===== config.mk =====
export PLATFORM = sky130hd
export DESIGN_NAME = mm_refill_ctrl
export DESIGN_NICKNAME = d
export VERILOG_FILES = /design/src/rtl/mm_refill_ctrl_pkg.sv /design/src/rtl/mm_refill_ctrl.sv
export SDC_FILE = /design/constraint.sdc
export NUM_CORES = 1
export LEC_CHECK = 0
export ABC_AREA = 1
export BUFFER_PORTS_ARGS = -buffer_cell sky130_fd_sc_hd__buf_2
export CAP_MARGIN = 10
export CORE_UTILIZATION = 46
export DETAILED_ROUTE_END_ITERATION = 12
export GPL_TIMING_DRIVEN = 0
export PLACE_DENSITY = 0.76
export SETUP_SLACK_MARGIN = 0.5
export SYNTH_ARGS = -nofsm -noshare
export SYNTH_HDL_FRONTEND = slang
export SYNTH_SLANG_ARGS = --single-unit

===== constraint.sdc =====
create_clock -name CLK -period 1.4 [get_ports CLK]
set_input_delay 0.14 -clock CLK [delete_from_list [all_inputs] [get_ports CLK]]
set_output_delay 0.14 -clock CLK [all_outputs]
set_load 0.01 [all_outputs]

===== src/rtl/mm_refill_ctrl_pkg.sv =====
// Shared constants and state encoding for the instruction-cache miss-refill controller.
package mm_refill_ctrl_pkg;

  localparam int WORD_W            = 32;
  localparam int LINE_W            = 64;
  localparam int BLOCK_OFFSET_BITS = 3;

  localparam logic [WORD_W-1:0] BLOCK_MASK =
    ~((WORD_W'(1) << BLOCK_OFFSET_BITS) - WORD_W'(1));
  localparam logic [WORD_W-1:0] WORD_BYTES = WORD_W'(4);

  typedef enum logic [2:0] {
    IDLE  = 3'd0,
    REQ0  = 3'd1,
    WAIT0 = 3'd2,
    REQ1  = 3'd3,
    WAIT1 = 3'd4,
    FILL  = 3'd5,
    HOLD  = 3'd6
  } state_e;

  function automatic logic [WORD_W-1:0] block_base(input logic [WORD_W-1:0] addr);
    return addr & BLOCK_MASK;
  endfunction

endpackage


===== src/rtl/mm_refill_ctrl.sv =====
// Miss-refill controller: two 32-bit reads from main memory assembled into one 64-bit line.
// Optional re-issue on memory silence is enabled by defining MM_TIMEOUT_EN.
//
// state | meaning
// IDLE  | waiting for a miss (HitWrite low), PC sampled here only
// REQ0  | read strobe for the word at offset 0
// WAIT0 | waiting for the first beat
// REQ1  | read strobe for the word at offset 4
// WAIT1 | waiting for the second beat
// FILL  | Access_MM pulse, line handed to the cache
// HOLD  | one cycle that ignores a stale HitWrite from the cache
module mm_refill_ctrl
  import mm_refill_ctrl_pkg::*;
#(
  parameter int CNT_W = 20
`ifdef MM_TIMEOUT_EN
  , parameter int TIMEOUT_CYC = 16
`endif
) (
  input  logic                CLK,
  input  logic                RESET_N,
  input  logic                HitWrite,
  input  logic [WORD_W-1:0]   PC,
  output logic                MM_REQ,
  output logic [WORD_W-1:0]   MM_ADDR,
  input  logic [WORD_W-1:0]   MM_RDATA,
  input  logic                MM_RVALID,
  output logic                Access_MM,
  output logic [LINE_W-1:0]   Data_MM,
  output logic                BUSY,
  output logic [CNT_W-1:0]    CNT_REFILL
`ifdef MM_TIMEOUT_EN
  , output logic [CNT_W-1:0]  CNT_TIMEOUT
`endif
);

  state_e             r_state;
  state_e             w_state_nxt;
  logic [WORD_W-1:0]  r_base;
  logic [WORD_W-1:0]  w_line_base;
  logic               r_mm_req;
  logic [WORD_W-1:0]  r_mm_addr;
  logic               r_access;
  logic [LINE_W-1:0]  r_data;
  logic               r_busy;
  logic [CNT_W-1:0]   r_cnt_refill;

`ifdef MM_TIMEOUT_EN
  localparam int TO_W = $clog2(TIMEOUT_CYC) + 1;
  logic [TO_W-1:0]    r_wait_cnt;
  logic [CNT_W-1:0]   r_cnt_timeout;
  logic               w_in_wait;
  logic               w_timeout;

  assign w_in_wait = (r_state == WAIT0) || (r_state == WAIT1);
  assign w_timeout = w_in_wait && !MM_RVALID && (r_wait_cnt == TO_W'(TIMEOUT_CYC - 1));

  // Counter is zero whenever the FSM is outside a wait state, so entry starts from zero.
  always_ff @(posedge CLK or negedge RESET_N) begin
    if (!RESET_N) begin
      r_wait_cnt    <= '0;
      r_cnt_timeout <= '0;
    end else begin
      if (w_in_wait && !MM_RVALID && !w_timeout)
        r_wait_cnt <= r_wait_cnt + TO_W'(1);
      else
        r_wait_cnt <= '0;
      if (w_timeout)
        r_cnt_timeout <= r_cnt_timeout + CNT_W'(1);
    end
  end

  assign CNT_TIMEOUT = r_cnt_timeout;
`endif

  always_ff @(posedge CLK or negedge RESET_N) begin
    if (!RESET_N) begin
      r_state <= IDLE;
      r_base  <= '0;
    end else begin
      r_state <= w_state_nxt;
      if (r_state == IDLE && !HitWrite)
        r_base <= block_base(PC);
    end
  end

  always_comb begin
    w_state_nxt = r_state;
    case (r_state)
      IDLE:  if (!HitWrite) w_state_nxt = REQ0;
      REQ0:  w_state_nxt = WAIT0;
      WAIT0: begin
        if (MM_RVALID) w_state_nxt = REQ1;
`ifdef MM_TIMEOUT_EN
        else if (w_timeout) w_state_nxt = REQ0;
`endif
      end
      REQ1:  w_state_nxt = WAIT1;
      WAIT1: begin
        if (MM_RVALID) w_state_nxt = FILL;
`ifdef MM_TIMEOUT_EN
        else if (w_timeout) w_state_nxt = REQ1;
`endif
      end
      FILL:    w_state_nxt = HOLD;
      HOLD:    w_state_nxt = IDLE;
      default: w_state_nxt = IDLE;
    endcase
  end

  // Base comes straight from PC on the IDLE->REQ0 edge, before r_base has captured it.
  assign w_line_base = (r_state == IDLE) ? block_base(PC) : r_base;

  always_ff @(posedge CLK or negedge RESET_N) begin
    if (!RESET_N) begin
      r_mm_req     <= 1'b0;
      r_mm_addr    <= '0;
      r_access     <= 1'b0;
      r_data       <= '0;
      r_busy       <= 1'b0;
      r_cnt_refill <= '0;
    end else begin
      r_mm_req <= (w_state_nxt == REQ0) || (w_state_nxt == REQ1);
      if (w_state_nxt == REQ0)
        r_mm_addr <= w_line_base;
      else if (w_state_nxt == REQ1)
        r_mm_addr <= w_line_base + WORD_BYTES;
      r_access <= (w_state_nxt == FILL);
      if (w_state_nxt == FILL)
        r_cnt_refill <= r_cnt_refill + CNT_W'(1);
      if (r_state == WAIT0 && MM_RVALID)
        r_data[LINE_W-1:WORD_W] <= MM_RDATA;
      if (r_state == WAIT1 && MM_RVALID)
        r_data[WORD_W-1:0] <= MM_RDATA;
      r_busy <= (w_state_nxt != IDLE);
    end
  end

  assign MM_REQ     = r_mm_req;
  assign MM_ADDR    = r_mm_addr;
  assign Access_MM  = r_access;
  assign Data_MM    = r_data;
  assign BUSY       = r_busy;
  assign CNT_REFILL = r_cnt_refill;

endmodule


==> impl_table.tex <==
\begin{tabular}{lr}
\hline
Metric & Value \\
\hline
\multicolumn{2}{l}{\textbf{Timing}} \\
Peak clock frequency supported by timing & 637 MHz \\
Setup violators final & 94 \\
Slew headroom & 65.6\% \\
Worst Max-Slew Pin Slew & slightly above 500 ps \\
Max Clock Skew & 10.2 ps \\
Fin. Hold Viols & 50 \\
Post-route worst setup slack & -170 ps \\
Tightest hold margin & -341 ps \\
Final worst path period share & 112\% \\
Unrepaired setup endpoints after global routing & yes \\
Number of pins exceeding their max-slew limit in the final report & 0 \\
Final worst path period need & 1570 ps \\
\multicolumn{2}{l}{\textbf{Global route}} \\
First-pass GRT wire length & 28.8 mm \\
Grt ovf & 0 \\
Pin count of the biggest net entering global routing & about 100 \\
GRT Util Overall & 28.2\% \\
Initial antenna violation count & 0 \\
Via count of the first global-routing pass & a little under 6k \\
\multicolumn{2}{l}{\textbf{Yosys}} \\
Simple-Gate Fraction of Synth Area & 15.0\% \\
Netlist area before placement & 6080 um2 \\
Fraction of registers with async set or reset after synthesis & 100\% \\
Fraction of the mapped netlist area in compound gates & 13.4\% \\
Dominant combinational cell family by area after synthesis & simple AND/OR/NAND/NOR gates \\
Distinct cells, synth & 27 \\
Post-synthesis share of cell area spent on xor and xnor gates & under 10\% \\
Synthesis-stage register bit count & roughly 150 \\
Post-Synth Adder-Cell Area & less than 1\% \\
Synth warn & 0 \\
Synth Area per Inst & 9.15 um2 \\
Post-synth top flop & sky130\_fd\_sc\_hd\_\_dfrtp\_1 \\
Multiplexer area fraction after synthesis & 0\% \\
Cell count after synthesis & between 600 and 700 \\
Fraction of the yosys area taken by sequential cells & 61.4\% \\
Count of flip-flops with a built-in enable after synthesis & 0 \\
\multicolumn{2}{l}{\textbf{Setup path}} \\
Setup Crit Path Kind & reg2reg \\
Cell type group with the largest total delay on the critical path & simple AND/OR/NAND/NOR gates \\
Slowest Stage Delay on Critical Path & 410 ps \\
Required time of the worst setup path & 1740 ps \\
Data arrival time of the critical path & 1910 ps \\
Slowest cell on the critical path & sky130\_fd\_sc\_hd\_\_dfrtp\_1 \\
Critical path fanouts, max & 7 \\
Most used cell along the critical path & sky130\_fd\_sc\_hd\_\_buf\_6 \\
Worst path cell trace & nor2\_4, nand2\_4, or2\_1, buf\_6, nand2\_8, buf\_6, buf\_16, nor2\_1, a21oi\_1 \\
Number of buffer and inverter stages on the critical path & 3 \\
Startpoint types & flop \\
CP Capture Type & flop \\
\multicolumn{2}{l}{\textbf{Power}} \\
Power per cell area & 2250 nW/um2 \\
Worst supply voltage drop on vdd & approximately 1400 uV \\
Leakage power figure & 5.30 nW \\
Total power draw & 22.8 mW \\
\multicolumn{2}{l}{\textbf{Placement}} \\
Routability cong. & 0.793 \\
Post-Place Cells & 1019 \\
Sum of net half-perimeters after detailed placement & 10.5 mm \\
Post-place setup slack & -349 ps \\
Total placed instance area & 7300 um2 \\
Port Buffer Count & 181 \\
\multicolumn{2}{l}{\textbf{Drt}} \\
Number of DRC violations after detailed routing & 0 \\
Pre-antenna DRT Iters & 5 \\
Final Routed Wirelength & about 20 mm \\
Number of vias in the routed layout & 6094 \\
Via density per instance & between 5 and 6 \\
Residual antenna-violating net count after detailed routing & 0 \\
Average routed wire per standard cell & around 17 um \\
Number of violations reported at the end of detailed-routing iteration 0 & around 340 \\
\multicolumn{2}{l}{\textbf{Outcome}} \\
Failing checks & negative hold slack, negative setup slack \\
Run status & finished, violations left \\
\multicolumn{2}{l}{\textbf{Clock network}} \\
Clk\_lat worst skew & 420 ps \\
CTS Sinks & 149 \\
Root Buffer & sky130\_fd\_sc\_hd\_\_clkbuf\_16 \\
Clock-pin slew of the registers on the worst-case setup and hold paths & 60 ps \\
Clock tree from TritonCTS & yes \\
TritonCTS Buffers & 17 \\
Total number of H-tree levels & 4 \\
Maximum buffer depth of the clock tree & 2 \\
\multicolumn{2}{l}{\textbf{Final layout}} \\
Final Instance Count excl. Fillers & around 1.2k \\
Commonest non-fill, non-tap cells in the layout & sky130\_fd\_sc\_hd\_\_dfrtp\_1, sky130\_fd\_sc\_hd\_\_buf\_2, sky130\_fd\_sc\_hd\_\_nand2\_1, sky130\_fd\_sc\_hd\_\_buf\_4, sky130\_fd\_sc\_hd\_\_inv\_1 \\
Fill cell count & 765 \\
Design Area, Final & 10100 um2 \\
Total number of nets in the final design & 1092 \\
Area growth, synth to finish & 66.4\% \\
Fraction of final layout cells with drive strength greater than 1 & a little over two fifths \\
Diodes inserted & 0 \\
Most common cell after layout, fill and taps aside & sky130\_fd\_sc\_hd\_\_dfrtp\_1 \\
\multicolumn{2}{l}{\textbf{Die}} \\
Total die area & 13700 um2 \\
Placement row count & 41 \\
Initial standard-cell utilization of the core & 47.6\% \\
Chip Width & 117 um \\
Number of top-level pins & $\sim$190 \\
Placeable core area & 12800 um2 \\
Die outline height & between 100 and 150 um \\
\multicolumn{2}{l}{\textbf{Run}} \\
Maxcap violations & 0 \\
\multicolumn{2}{l}{\textbf{Hold path}} \\
Worst min-delay path category & in2async \\
\hline
\end{tabular}
-- cell families (layout without fill, tap and decap cells) --
group / count (synthesis) / in the layout
AO/OA/AOI/OAI: 155 / 155
adder cells (fa/ha/maj): 1 / 1
AND/OR/NAND/NOR: 228 / 228
flip-flops: 149 / 149
buffers and inverters: 115 / 485
XOR/XNOR: 15 / 15
other: 1 / 2
-- layout make-up --
class                           instances  area, um2  area share [%]
Clock inverter                         10        129            1.27
Timing Repair Buffer                  339       2660            26.3
Inverter                               79        302            2.98
Tap cell                              172        215            2.13
Multi-Input combinational cell        401       2200            21.8
Clock buffer                           21        470            4.65
Sequential cell                       149       3730            36.9
Buffer                                 36        404            4.00
-- worst paths after layout --
path	slack [ps]	endpoint	cells after the start	startpoint
hold reg to reg	490	Data_MM[24]$_DFFE_PN0P_	2	Data_MM[24]$_DFFE_PN0P_
max in group asynchronous	920	Data_MM[24]$_DFFE_PN0P_	2	RESET_N
min in group CLK	0	r_base[14]$_DFFE_PN0P_	3	PC[14]
setup reg to reg	-170	MM_ADDR[17]$_DFFE_PN0P_	9	r_state[1]$_DFF_PN0_
hold / removal	-340	MM_ADDR[2]$_DFFE_PN0P_	1	RESET_N
setup / recovery	-170	MM_ADDR[17]$_DFFE_PN0P_	9	r_state[1]$_DFF_PN0_
-- state kept, by name (all words and copies together), names as in the netlist --
| name | flops |
|---|---|
| MM_ADDR | 30 |
| MM_REQ | 1 |
| Access_MM | 1 |
| Data_MM | 64 |
| r_base | 29 |
| r_state | 3 |
| BUSY | 1 |
| CNT_REFILL | 20 |
-- routing by layer --
layer  part of all wire, %  global-route usage [%]
met1                    38                    32.1
met2                    51                    49.2
met5                     0                       0
met4                   3.9                    12.3
met3                   6.6                    8.34
-- worst reg2reg max path: stages (launching register included) --
cell and delay [ps]:
sky130_fd_sc_hd__dfrtp_1 410, sky130_fd_sc_hd__nor2_4 150, sky130_fd_sc_hd__nand2_4 60, sky130_fd_sc_hd__or2_1 230, sky130_fd_sc_hd__buf_6 150, sky130_fd_sc_hd__nand2_8 70
sky130_fd_sc_hd__buf_6 130, sky130_fd_sc_hd__buf_16 120, sky130_fd_sc_hd__nor2_1 40, sky130_fd_sc_hd__a21oi_1 130
-- per-stage QoR --
stage	util, %	setup TNS [ps]
2_1_floorplan	-	0
3_3_place_gp	56.9	-310860
3_5_place_dp	57.1	-22350
4_1_cts	73.7	-3760
5_1_grt	79.2	-14630
6_report	79.2	-8020
-- synth_stat cells, types with 2 or more instances --
cell,count,area [um2]
sky130_fd_sc_hd__dfrtp_1,149,3730
sky130_fd_sc_hd__nand2_1,126,473
sky130_fd_sc_hd__o21ai_0,88,440
sky130_fd_sc_hd__inv_1,78,293
sky130_fd_sc_hd__nor2_1,77,289
sky130_fd_sc_hd__a21oi_1,50,250
sky130_fd_sc_hd__clkbuf_1,17,63.8
sky130_fd_sc_hd__nand3_1,11,55.1
sky130_fd_sc_hd__xor2_1,11,96.3
sky130_fd_sc_hd__buf_2,10,50.1
sky130_fd_sc_hd__a21oi_2,9,78.8
sky130_fd_sc_hd__o21ai_1,7,35.0
sky130_fd_sc_hd__buf_4,5,37.5
sky130_fd_sc_hd__nor3_1,5,25.0
sky130_fd_sc_hd__nand4_1,4,25.0
sky130_fd_sc_hd__xnor2_1,4,35.0
sky130_fd_sc_hd__buf_1,2,7.51
sky130_fd_sc_hd__buf_6,2,22.5
-- power by group --
group / total, mW / internal, mW / switching (mW)
logic: 10.7 / 5.49 / 5.25
registers: 7.37 / 6.15 / 1.22
clock network: 4.67 / 2.92 / 1.76
-- what timing repair did --
item / CTS / global route
setup buffers: 62 / 38
pin swaps: 10 / 10
hold buffers: 49 / 1
endpoints found under the setup margin: 264 / 266
cloned: 5 / 2
hold endpoints to repair: 125 / 50
resized for setup: 157 / 99
(Power assumes the default switching activity.)
